### config.mk
export PLATFORM = sky130hd
export DESIGN_NAME = pwm_capture
export DESIGN_NICKNAME = d
export VERILOG_FILES = /design/src/rtl/pwm_capture.sv
export SDC_FILE = /design/constraint.sdc
export NUM_CORES = 1
export LEC_CHECK = 0
export ABC_AREA = 1
export CORE_UTILIZATION = 50
export DETAILED_ROUTE_END_ITERATION = 8
export GPL_TIMING_DRIVEN = 0
export PLACE_DENSITY = 0.76
export SYNTH_ARGS = -nofsm -noshare
export SYNTH_HDL_FRONTEND = slang
export SYNTH_SLANG_ARGS = --single-unit
### constraint.sdc
create_clock -name clk_clk -period 1.58 [get_ports clk_clk]
set_input_delay 0.237 -clock clk_clk [delete_from_list [all_inputs] [get_ports clk_clk]]
set_output_delay 0.237 -clock clk_clk [all_outputs]
set_load 0.005 [all_outputs]
### src/rtl/pwm_capture.sv
// PWM period / high-time capture with a 2-flop synchronizer and a timeout.
// Optional glitch filter after the synchronizer: define PWM_CAPTURE_FILTER_EN.
module pwm_capture #(
  parameter int CNT_W       = 28,
  parameter int TIMEOUT_CYC = 50_000_000,
  parameter int FILT_LEN    = 4
) (
  input  logic             clk_clk,
  input  logic             reset_reset,
  input  logic             enable,
  input  logic             pwm_in,
  output logic [CNT_W-1:0] cycle_out,
  output logic [CNT_W-1:0] duty_out,
  output logic             valid,
  output logic             timeout,
  output logic             level
);

  typedef enum logic [1:0] {
    IDLE = 2'd0,
    HIGH = 2'd1,
    LOW  = 2'd2
  } state_t;

  localparam logic [CNT_W-1:0] CNT_ONE = CNT_W'(1);
  localparam logic [CNT_W-1:0] CNT_MAX = '1;
  localparam logic [CNT_W-1:0] TO_VAL  = CNT_W'(TIMEOUT_CYC);
  localparam int               WCW     = $clog2(FILT_LEN + 4);

  logic sync1_q, sync2_q;
  logic s;
  logic prev_q;
  logic rise_det, fall_det;
  logic edges_ok;
  logic [WCW-1:0] warm_q;

  always_ff @(posedge clk_clk) begin
    if (reset_reset) begin
      sync1_q <= 1'b0;
      sync2_q <= 1'b0;
      prev_q  <= 1'b0;
    end else begin
      sync1_q <= pwm_in;
      sync2_q <= sync1_q;
      prev_q  <= s;
    end
  end

`ifdef PWM_CAPTURE_FILTER_EN
  localparam int FCW  = $clog2(FILT_LEN + 1);
  localparam int WARM = FILT_LEN + 3;

  logic [FCW-1:0] fcnt_q;
  logic           filt_q;

  always_ff @(posedge clk_clk) begin
    if (reset_reset) begin
      fcnt_q <= '0;
      filt_q <= 1'b0;
    end else if (sync2_q != filt_q) begin
      if (fcnt_q == FCW'(FILT_LEN - 1)) begin
        filt_q <= sync2_q;
        fcnt_q <= '0;
      end else begin
        fcnt_q <= fcnt_q + FCW'(1);
      end
    end else begin
      fcnt_q <= '0;
    end
  end

  assign s = filt_q;
`else
  localparam int WARM = 3;

  assign s = sync2_q;
`endif

  // The synchronizer restarts from 0 on reset; mask edges until s and prev_q
  // both reflect the real input again, so a level held high across reset
  // does not look like a fresh rising edge.
  always_ff @(posedge clk_clk) begin
    if (reset_reset) begin
      warm_q <= '0;
    end else if (warm_q != WCW'(WARM)) begin
      warm_q <= warm_q + WCW'(1);
    end
  end

  assign edges_ok = (warm_q == WCW'(WARM));
  assign rise_det = edges_ok &  s & ~prev_q;
  assign fall_det = edges_ok & ~s &  prev_q;

  state_t           state_q, state_d;
  logic [CNT_W-1:0] pcnt_q, pcnt_d;
  logic [CNT_W-1:0] hcnt_q, hcnt_d;
  logic [CNT_W-1:0] cycle_q, cycle_d;
  logic [CNT_W-1:0] duty_q, duty_d;
  logic             valid_q, valid_d;
  logic             timeout_q, timeout_d;

  always_ff @(posedge clk_clk) begin
    if (reset_reset) begin
      state_q   <= IDLE;
      pcnt_q    <= '0;
      hcnt_q    <= '0;
      cycle_q   <= '0;
      duty_q    <= '0;
      valid_q   <= 1'b0;
      timeout_q <= 1'b1;
    end else begin
      state_q   <= state_d;
      pcnt_q    <= pcnt_d;
      hcnt_q    <= hcnt_d;
      cycle_q   <= cycle_d;
      duty_q    <= duty_d;
      valid_q   <= valid_d;
      timeout_q <= timeout_d;
    end
  end

  always_comb begin
    state_d   = state_q;
    pcnt_d    = (pcnt_q == CNT_MAX) ? pcnt_q : pcnt_q + CNT_ONE;
    hcnt_d    = hcnt_q;
    cycle_d   = cycle_q;
    duty_d    = duty_q;
    valid_d   = 1'b0;
    timeout_d = timeout_q;

    if (!enable) begin
      state_d = IDLE;
      pcnt_d  = '0;
      hcnt_d  = '0;
    end else begin
      unique case (state_q)
        IDLE: begin
          if (rise_det) begin
            state_d = HIGH;
            pcnt_d  = CNT_ONE;
          end
        end
        HIGH: begin
          if (pcnt_q >= TO_VAL) begin
            state_d   = IDLE;
            timeout_d = 1'b1;
            cycle_d   = '0;
            duty_d    = '0;
          end else if (fall_det) begin
            hcnt_d  = pcnt_q;
            state_d = LOW;
          end
        end
        LOW: begin
          // A rise in the same cycle as the timeout compare still publishes.
          if (rise_det) begin
            cycle_d   = pcnt_q;
            duty_d    = hcnt_q;
            valid_d   = 1'b1;
            timeout_d = 1'b0;
            pcnt_d    = CNT_ONE;
            state_d   = HIGH;
          end else if (pcnt_q >= TO_VAL) begin
            state_d   = IDLE;
            timeout_d = 1'b1;
            cycle_d   = '0;
            duty_d    = '0;
          end
        end
        default: begin
          state_d = IDLE;
        end
      endcase
    end
  end

  assign cycle_out = cycle_q;
  assign duty_out  = duty_q;
  assign valid     = valid_q;
  assign timeout   = timeout_q;
  assign level     = s;

endmodule

### Word level (Yosys, flattened, before mapping)

Index checks and enable logic that the tools add are counted.

| storage, ports and cells | value |
|---|---|
| flip-flop bits (word level) | 122 |
| output and inout bits | 59 |
| word-level logic and storage cells | 58 |

| cells by class | value |
|---|---|
| $add $sub $neg | 2 |
| order comparisons | 1 |
| eq/ne operators | 8 |
| muxes and demuxes | 19 |
| bitwise gates (word level) | 9 |
| reduce and logical (&&, ||, !) cells | 8 |

Operator list:

| operator | number |
|---|---|
| $mux 28 | 7 |
| $pmux 28 s2 | 2 |
| $add 28x1->28 const B | 1 |
| $eq 28x28->1 const B | 1 |
| $ge 28x26->1 const B | 1 |
| $mux 2 | 5 |
| $ne 3x3->1 const B | 2 |
| $pmux 2 s3 | 1 |
| $reduce_and 3->1 | 2 |
| $not 1->1 | 5 |
| $and 1x1->1 | 4 |
| $reduce_or 2->1 | 2 |
| $add 3x1->3 const B | 1 |
| $eq 3x2->1 const B | 1 |
| $mux 1 | 3 |
| $ne 3x2->1 const B | 1 |
| $reduce_or 3->1 | 1 |
| $eq 2x1->1 const B | 1 |
| $eq 2x2->1 const B | 1 |
| $logic_not 2->1 | 1 |
| $ne 2x2->1 const B | 1 |
| $pmux 1 s2 | 1 |
| $reduce_and 2->1 | 1 |
| $reduce_bool 2->1 | 1 |

### Longest topological paths before layout

| depth | value |
|---|---|
| word-level depth | 6 |
| depth in mapped cells | 13 |
| gate-level depth less buffers | 12 |

### Worst setup path before layout

No wires, ideal clock.

| timing path | value |
|---|---|
| path kind | register to register |
| start | register warm_q[0] |
| end | register cycle_q[16] (netlist: cycle_out[16]) |
| data arrival time | 1.669 ns |
| data required time | 1.510 ns |
| setup slack | -0.160 ns |
| cell stages (with the launch flop) | 13 |
| period minus slack after synthesis | 1.740 ns |
| path through | dfxtp_1 > ha_1 > ha_1 > inv_2 > nor3_2 > inv_2 > nor2_4 > inv_2 > nor2_4 > buf_6 > buf_4 > nand2_1 > a21oi_1 |

| on the way | value |
|---|---|
| longest elaborated chain between the ends | 5 |

Ends and longest elaborated chain:

| element | line | source |
|---|---|---|
| start: declaration | 35 | `logic [WCW-1:0] warm_q;` |
| start signal: assignment | 86 | `warm_q <= warm_q + WCW'(1);` |
| $eq 3x2->1 | 90 | `assign edges_ok = (warm_q == WCW'(WARM));` |
| $and 1x1->1 (2 in a row) | 91 | `assign rise_det = edges_ok & s & ~prev_q;` |
| $mux 28 | 156 | `if (rise_det) begin` |
| $pmux 28 s2 | 136 | `unique case (state_q)` |
| end signal: assignment | 115 | `cycle_q <= cycle_d;` |
| end: declaration | 97 | `logic [CNT_W-1:0] cycle_q, cycle_d;` |

No other way between the ends.
A chain may end at the register's enable or synchronous reset.

### Worst setup path after layout

| timing path | value |
|---|---|
| start | input port reset_reset |
| end | register hcnt_q[14] |

| on the way | value |
|---|---|
| longest elaborated chain between the ends | 1 |

Ends and longest elaborated chain:

| element | line | source |
|---|---|---|
| start: declaration | 9 | `input logic reset_reset,` |
| $reduce_or 2->1 (no line) | -- |  |
| end signal: assignment | 114 | `hcnt_q <= hcnt_d;` |
| end: declaration | 96 | `logic [CNT_W-1:0] hcnt_q, hcnt_d;` |

No other way between the ends.

==> impl_metrics.json <==
{
  "outcome": "finished with violations",
  "r2r_start": "warm_q[0]$_SDFFE_PP0P_",
  "gp_congestion": 0.8871,
  "nets": 854,
  "num_vias": 5738,
  "synthArstFlopShare_pct": 0,
  "drv_slew": 0,
  "die_h_microns": 102.9,
  "final-setup-viol-count": 116,
  "fin_crit_ps": 2151,
  "clock-skew-final_ps": 11.96,
  "clk_path_buf_depth": 2,
  "grt_pass1_vias": 5015,
  "insertion_delay_ps": 540,
  "crit_required_ps": 1990,
  "drt-total-wl_mm": 21.69,
  "rows": 36,
  "utilization_pct": 84.66,
  "rsz0062_at_grt": "yes",
  "fin_crit_sh_pct": 136.1,
  "holdBufCountCts": 0,
  "ios": 63,
  "place.detailed.hpwl_mm": 10.57,
  "dieArea_sq_um": 10580,
  "violations": "negative setup slack",
  "startpoint": "reset_reset",
  "grt_start_max_net_pins": 17,
  "mostFrequentLayoutCell": "nand2_1",
  "hold_viol_final": 0,
  "avgSynthCellArea_sq_um": 7.403,
  "syn_inst": 687,
  "synth_ff_type": "dfxtp_1",
  "avgRoutedWirePerCell_microns": 21.95,
  "vias_per_cell": 5.808,
  "stdcell_area_sq_um": 8313,
  "ir_worst_vdd_uv": 603.6,
  "drt_first_pass_iters": 6,
  "grt_antenna_before_repair": 0,
  "fmax_mhz": 464.9,
  "cap_violations": 0,
  "drc": 0,
  "grt_pass1_wl_mm": 26.41,
  "crit_path_max_fanout": 10,
  "postPlaceCellArea_sq_um": 5924,
  "syn-num-nets": 699,
  "whs_ps": 269.5,
  "min_from": "pwm_in",
  "maxSlewHeadroom_pct": 42.65,
  "p_leak_nw": 3.664,
  "yosysWarnings": 0,
  "path_class": "input pin to flop",
  "clock-sinks": 122,
  "cp-start-kind": "input pin",
  "synth-seq-cells": 122,
  "critPathArrivalTime_ps": 2560,
  "areaGrowthSynthToFinish_pct": 63.44,
  "core_area_sq_um": 9819,
  "antenna_left": 0,
  "grtUsageTotal_pct": 34.40,
  "grt_overflow_total": 0,
  "synth_top_area_share_pct": 48.02,
  "worst_pin_slew_ps": 860.2,
  "drt_iter0_markers": 559,
  "p_per_area_nw_per_um2": 884.7,
  "yosysTopAreaCell": "dfxtp_1",
  "worst_slack_ps": -571.0,
  "synth_area_leaders": "dfxtp_1, nand2_1, a21oi_1",
  "numCtsBuffers": 17,
  "clk_pin_slew_ps": 60,
  "cts_max_level": 4,
  "synth_edf_count": 0,
  "layout_common_cells": "nand2_1, dfxtp_1, dlygate4sd2_1, buf_4, inv_1",
  "hold_class": "input pin to flop",
  "fillers": 533,
  "num_antenna_cells": 0,
  "synthesis.area_sq_um": 5086,
  "cts_tree": "yes",
  "io_buffer_count": 61,
  "start_util_pct": 51.80,
  "die_w_microns": 102.9,
  "drive_gt1_share_pct": 42.92,
  "synth_cell_types": 31,
  "synth-seq-area-share_pct": 48.02,
  "cp-end-kind": "flop",
  "cts_root_buf": "clkbuf_8"
}
==> final timing paths <==
kind / end / slack (ps) / cells after the start
hold / removal: sync1_q$_SDFF_PP0_ / 270 / 3
setup / recovery: hcnt_q[14]$_SDFFE_PP0P_ / -570 / 7
hold reg to reg: duty_out[26]$_SDFFE_PP0P_ / 460 / 2
setup reg to reg: duty_out[14]$_SDFFE_PP0P_ / -420 / 12
==> layer usage <==
layer  vias to the layer above  GRT usage [%]  routed length, microns
li1                       2521              -                       -
met3                       135          8.814                    2240
met4                         0          17.77                    1375
met1                      2689          41.76                    8146
met5                         -              0                       0
met2                       393          56.41                    9929
==> cell type report <==
class | instances | area, sq um | share of cell area [%]
plain buffers | 30 | 327.8 | 3.943
clock buffers | 18 | 427.9 | 5.147
clock inverters | 14 | 161.4 | 1.942
inverters | 66 | 291.5 | 3.507
multi-input cells | 464 | 3043 | 36.60
flip-flops and latches | 122 | 2521 | 30.33
well taps | 133 | 166.4 | 2.002
repair buffers | 141 | 1374 | 16.53
==> critical path, stage by stage <==
cell and delay [ps]:
clkbuf_1 520, inv_1 260, nand2_1 560, clkinvlp_4 360, clkbuf_2 360, o21ai_2 170, a21oi_1 80
==> synth_stat cells (all sizes together) (2+ instances only) <==
cell and instances:
a21oi 82, a31oi 4, buf 25, clkbuf 10, dfxtp 122, ha 8, inv 65, nand2 182
nand3 24, nand4 10, nor2 76, nor3 11, nor4 2, o21ai 43, or2 2, xnor2 2
xor2 14
==> registers in the layout, summed over array words and instances (netlist names) <==
signal,count
cycle_out,28
duty_out,28
hcnt_q,28
pcnt_q,28
warm_q,3
state_q,2
level,1
prev_q,1
sync1_q,1
timeout,1
valid,1
==> what timing repair did <==
action	CTS	global route
gates cloned	12	2
setup endpoints to repair	172	118
resized for setup	262	205
buffers inserted	42	27
pin swaps	21	42
==> where the power goes <==
group	total [mW]	leakage, nW	internal (mW)	switching, mW
logic	0.342	2.38	0.137	0.205
clock network	3.89	0.285	2.32	1.57
registers	3.12	1.00	3.09	0.0352
total	7.35	3.66	5.55	1.81
==> per-stage QoR <==
stage | power, mW | setup TNS, ps | std cells | setup WS [ps]
floorplan | 3.335 | -623.1 | 687 | -42.02
global placement | 3.381 | -40230 | 881 | -575.7
detailed placement | 3.396 | -41170 | 881 | -572.7
CTS | 7.206 | -15510 | 965 | -202.9
global route | 7.495 | -44530 | 988 | -512.6
finish | 7.355 | -37550 | 988 | -571.0
==> cell families after synthesis <==
logic type,after synthesis,synth area share [%]
AOI/OAI and AO/OA,132,13.31
xor gates and xnor gates,16,2.755
adders and majority gates,8,1.968
buffers and inverters,101,8.856
DFF,122,48.02
and+or+nand+nor,308,25.09
(Power assumes the default switching activity.)
==> patch 1 (config.mk and constraints unchanged) <==
The option `PWM_CAPTURE_FILTER_EN` is turned on by a define.
--- a/src/rtl/pwm_capture.sv
+++ b/src/rtl/pwm_capture.sv
@@ -1,5 +1,7 @@
 // PWM period / high-time capture with a 2-flop synchronizer and a timeout.
 // Optional glitch filter after the synchronizer: define PWM_CAPTURE_FILTER_EN.
+`define PWM_CAPTURE_FILTER_EN
+
 module pwm_capture #(
   parameter int CNT_W       = 28,
   parameter int TIMEOUT_CYC = 50_000_000,
Check against the original RTL: not equivalent (a bounded check fails within 4 cycles, from zero or initial values and one cycle with reset_reset high).
==> patch 1 against the original RTL <==
The run still ends with negative setup slack left; design area rose by 1.6%; routed wire length fell by 14%; synthesized area rose by 4.6%; clock skew fell by 0.0057 ns; sequential cell count rose by 4; setup slack improved by 0.37 ns; highest routed layer unchanged.
Power is not compared: it rests on default switching activity, and its combinational part moved more than twofold at a synthesized area within 25%.
==> patch 1: results (changes against the original RTL) <==
{
  "grt.total_usage": {"value": 0.297, "change": "was 0.344"},
  "worst_slack": {"value": -0.205, "unit": "ns", "change": "was -0.571 ns"},
  "cp.arrival": {"value": 2.22, "unit": "ns", "change": "was 2.56 ns"},
  "met3_length": {"value": 1.15, "unit": "mm", "change": "was 2.24 mm"},
  "design.final.nets": {"value": 866, "change": "was 854"},
  "m1_wl": {"value": 7.30, "unit": "mm", "change": "was 8.15 mm"},
  "max_slew.worst_pin.slew": {"value": 0.729, "unit": "ns", "change": "was 0.860 ns"},
  "slowest_stage": {"value": "sky130_fd_sc_hd__dfxtp_2", "change": "was sky130_fd_sc_hd__nand2_1"},
  "cts.repair.resized": {"value": 206, "change": "was 262"},
  "wire_per_inst": {"value": 18.5, "unit": "µm", "change": "was 22.0 µm"},
  "finalSetupViolCount": {"value": 107, "change": "was 116"},
  "violations_in_the_final_reports": {"value": "negative setup slack", "change": "unchanged"},
  "dp_hpwl": {"value": 9.92, "unit": "mm", "change": "was 10.6 mm"},
  "netlist_top_cells_count": {"value": "167 x sky130_fd_sc_hd__nand2_1, 126 x sky130_fd_sc_hd__dfxtp_1, 83 x sky130_fd_sc_hd__nor2_1", "change": "was 181 x sky130_fd_sc_hd__nand2_1, 122 x sky130_fd_sc_hd__dfxtp_1, 82 x sky130_fd_sc_hd__a21oi_1"},
  "grt_util_met3": {"value": 0.0667, "change": "was 0.0881"},
  "placed_cells_incl_taps": {"value": 896, "change": "was 881"},
  "result_of_the_run": {"value": "complete, but fails checks", "change": "unchanged"},
  "netlist_instances": {"value": 699, "change": "was 687"},
  "first_pass_iters": {"value": 5, "change": "was 6"},
  "synth_area_leaders": {"value": "sky130_fd_sc_hd__dfxtp_1 47%, sky130_fd_sc_hd__nand2_1 12%, sky130_fd_sc_hd__a21oi_1 6.4%", "change": "was sky130_fd_sc_hd__dfxtp_1 48%, sky130_fd_sc_hd__nand2_1 13%, sky130_fd_sc_hd__a21oi_1 8.1%"},
  "timing.critical_path.slowest_cell_delay": {"value": 0.36, "unit": "ns", "change": "was 0.56 ns"},
  "global_route.usage.met2": {"value": 0.501, "change": "was 0.564"},
  "yosysUniqueCellTypes": {"value": 33, "change": "was 31"},
  "final_replace_weighted_congestion": {"value": 0.867, "change": "was 0.887"},
  "use_met1": {"value": 0.364, "change": "was 0.418"},
  "fraction_of_layout_instances_using_a_drive_strength_above_1": {"value": 0.453, "change": "was 0.429"},
  "ys_seq_area_frac": {"value": 0.474, "change": "was 0.480"},
  "first_global_vias": {"value": 4873, "change": "was 5,015"},
  "drt_iter0_markers": {"value": 412, "change": "was 559"}
}
[patch 1: changes by cell type after synthesis, sizes merged, moves of 4 or more]
cell / delta
dfxtp: +4
nor2: +13
buf: -5
clkbuf: +4
nor3: -5
o21ai: -4
a21oi: -4
[patch 1: through the flow]
stage | setup slack [ns] | cell area, µm²
3_5_place_dp | -0.646 | 6150
5_1_grt | -0.249 | 8440
4_1_cts | -0.158 | 7350
3_3_place_gp | -0.657 | 6150
6_report | -0.205 | 8440
2_1_floorplan | -0.00312 | 5370
[patch 1: cells by family (layout without fill, tap and decap cells)]
logic type                 count (synthesis)  after routing  share of synthesized area
adders and majority gates                 10             10                     0.0235
xor gates and xnor gates                  18             18                     0.0296
AOI/OAI and AO/OA                        128            128                      0.132
and+or+nand+nor                          315            315                      0.252
buffers and inverters                    102            268                     0.0884
DFF                                      126            126                      0.474
[patch 1: area by class of cell]
| cell class | instances | area, µm² | share of cell area |
|---|---|---|---|
| Multi-Input combinational cell | 471 | 3060 | 0.362 |
| Sequential cell | 126 | 2650 | 0.314 |
| Timing Repair Buffer | 140 | 1370 | 0.163 |
| Clock buffer | 17 | 414 | 0.0491 |
| Buffer | 28 | 308 | 0.0365 |
| Inverter | 68 | 280 | 0.0332 |
| Clock inverter | 15 | 185 | 0.0219 |
| Tap cell | 136 | 170 | 0.0202 |
[patch 1: path summary, 6_finish.rpt]
check | startpoint | to | slack (ns) | cells past startpoint
worst max register to register | warm_q[1] | hcnt_q[11] | -0.20 | 10
worst max-delay path | warm_q[1] | hcnt_q[11] | -0.20 | 10
worst min-delay path | pwm_in | sync1_q | 0.22 | 3
worst min register to register | sync1_q | sync2_q | 0.41 | 2
==> patch 2 (config.mk and constraints unchanged) <==
Without the edit above. The output `valid` loses its register stage (`valid_q` becomes a continuous assignment).
--- a/src/rtl/pwm_capture.sv
+++ b/src/rtl/pwm_capture.sv
@@ -106,7 +106,6 @@
       hcnt_q    <= '0;
       cycle_q   <= '0;
       duty_q    <= '0;
-      valid_q   <= 1'b0;
       timeout_q <= 1'b1;
     end else begin
       state_q   <= state_d;
@@ -114,10 +113,11 @@
       hcnt_q    <= hcnt_d;
       cycle_q   <= cycle_d;
       duty_q    <= duty_d;
-      valid_q   <= valid_d;
       timeout_q <= timeout_d;
     end
   end
+
+  assign valid_q = valid_d;
 
   always_comb begin
     state_d   = state_q;
Formal check against the unedited RTL: no difference found for any inputs over 4 cycles, from zero or initial values and one cycle with reset_reset high; that may be too few to reach the edited logic, so the function may still have changed.
==> patch 2 against the original RTL <==
The run still ends with negative setup slack left; setup slack better by 0.20 ns; total power fell by 4.4%; maximum frequency grew 10%; design area increased by 2.4%; non-clock buffer count grew 6; sequential cell count is 1 lower; worst hold slack worse by 0.0091 ns; die area down 0.52%; synthesized area down 0.54%; routed wire length decreased by 6.9%; critical path type is now reg2reg; critical endpoint is now duty_out[2].
==> patch 2: results (changes against the original RTL) <==
{
  "destination_of_the_worst_register_to_register_timing_path": {"value": "duty_out[2]", "change": "was duty_out[14]"},
  "critPathKind": {"value": "reg2reg", "change": "was in2reg"},
  "clock_skew": {"value": 0.00875, "unit": "ns", "change": "was 0.0120 ns"},
  "cts.repair.resized": {"value": 345, "change": "was 262"},
  "timing.critical_path.slowest_cell_delay": {"value": 0.30, "unit": "ns", "change": "was 0.56 ns"},
  "static-leakage-power": {"value": 4.00, "unit": "nW", "change": "was 3.66 nW"},
  "syn_nets": {"value": 704, "change": "was 699"},
  "dp_hpwl": {"value": 10.4, "unit": "mm", "change": "was 10.6 mm"},
  "cp-startpoint": {"value": "pcnt_q[16]", "change": "was reset_reset"},
  "fin_hold_ws": {"value": 0.260, "unit": "ns", "change": "was 0.270 ns"},
  "drt_iter0_markers": {"value": 432, "change": "was 559"},
  "multiInputCombCellCount": {"value": 473, "change": "was 464"},
  "multi_input_area_share": {"value": 0.377, "change": "was 0.366"},
  "nonClockBufferCount": {"value": 177, "change": "was 171"},
  "violations_in_the_final_reports": {"value": "negative setup slack", "change": "unchanged"},
  "postPlaceCellArea": {"value": 5900, "unit": "µm²", "change": "was 5920 µm²"},
  "grt_pass1_wl": {"value": 25.8, "unit": "mm", "change": "was 26.4 mm"},
  "count_of_buffers_added_by_post_cts_timing_repair_for_setup": {"value": 39, "change": "was 42"},
  "finalSetupViolCount": {"value": 116, "change": "unchanged"},
  "design.final.nets": {"value": 868, "change": "was 854"},
  "result_of_the_run": {"value": "complete, but fails checks", "change": "unchanged"},
  "final_core_area_utilization": {"value": 0.871, "change": "was 0.847"},
  "worst_slack": {"value": -0.375, "unit": "ns", "change": "was -0.571 ns"},
  "synth_xor_xnor_area_share": {"value": 0.0225, "change": "was 0.0276"},
  "power.density_cell_area": {"value": 826, "unit": "nW/µm²", "change": "was 885 nW/µm²"},
  "synth-compound-area-share": {"value": 0.122, "change": "was 0.133"},
  "layout.clock_buffers": {"value": 22, "change": "was 18"},
  "grt.total_usage": {"value": 0.335, "change": "was 0.344"},
  "route.vias.total": {"value": 5687, "change": "was 5,738"}
}
## patch 2: changes by cell type after synthesis, sizes merged, moves of 2 or more
| cell | before | now |
|---|---|---|
| nor3 | 11 | 13 |
| clkbuf | 10 | 13 |
| nand2 | 182 | 200 |
| nor2 | 76 | 70 |
| nand3 | 24 | 32 |
| xor2 | 14 | 7 |
| nand4 | 10 | 7 |
| buf | 25 | 20 |
| xnor2 | 2 | 6 |
| o21ai | 43 | 36 |
## patch 2: critical path: cells and delay by family, from the launching register on
family                 cells  cell delay, ns
and+or+nand+nor            6            0.53
AOI/OAI and AO/OA          2            0.36
DFF                        1            0.30
buffers and inverters      4            0.67
## patch 2: per-layer routing
layer  global-route usage  up-vias  routed length, µm
li1                     -     2543                  -
met1                0.403     2720               7600
met2                0.572      319               9830
met3               0.0780      105               1640
met4                0.142        0               1130
met5                    0        -                  0
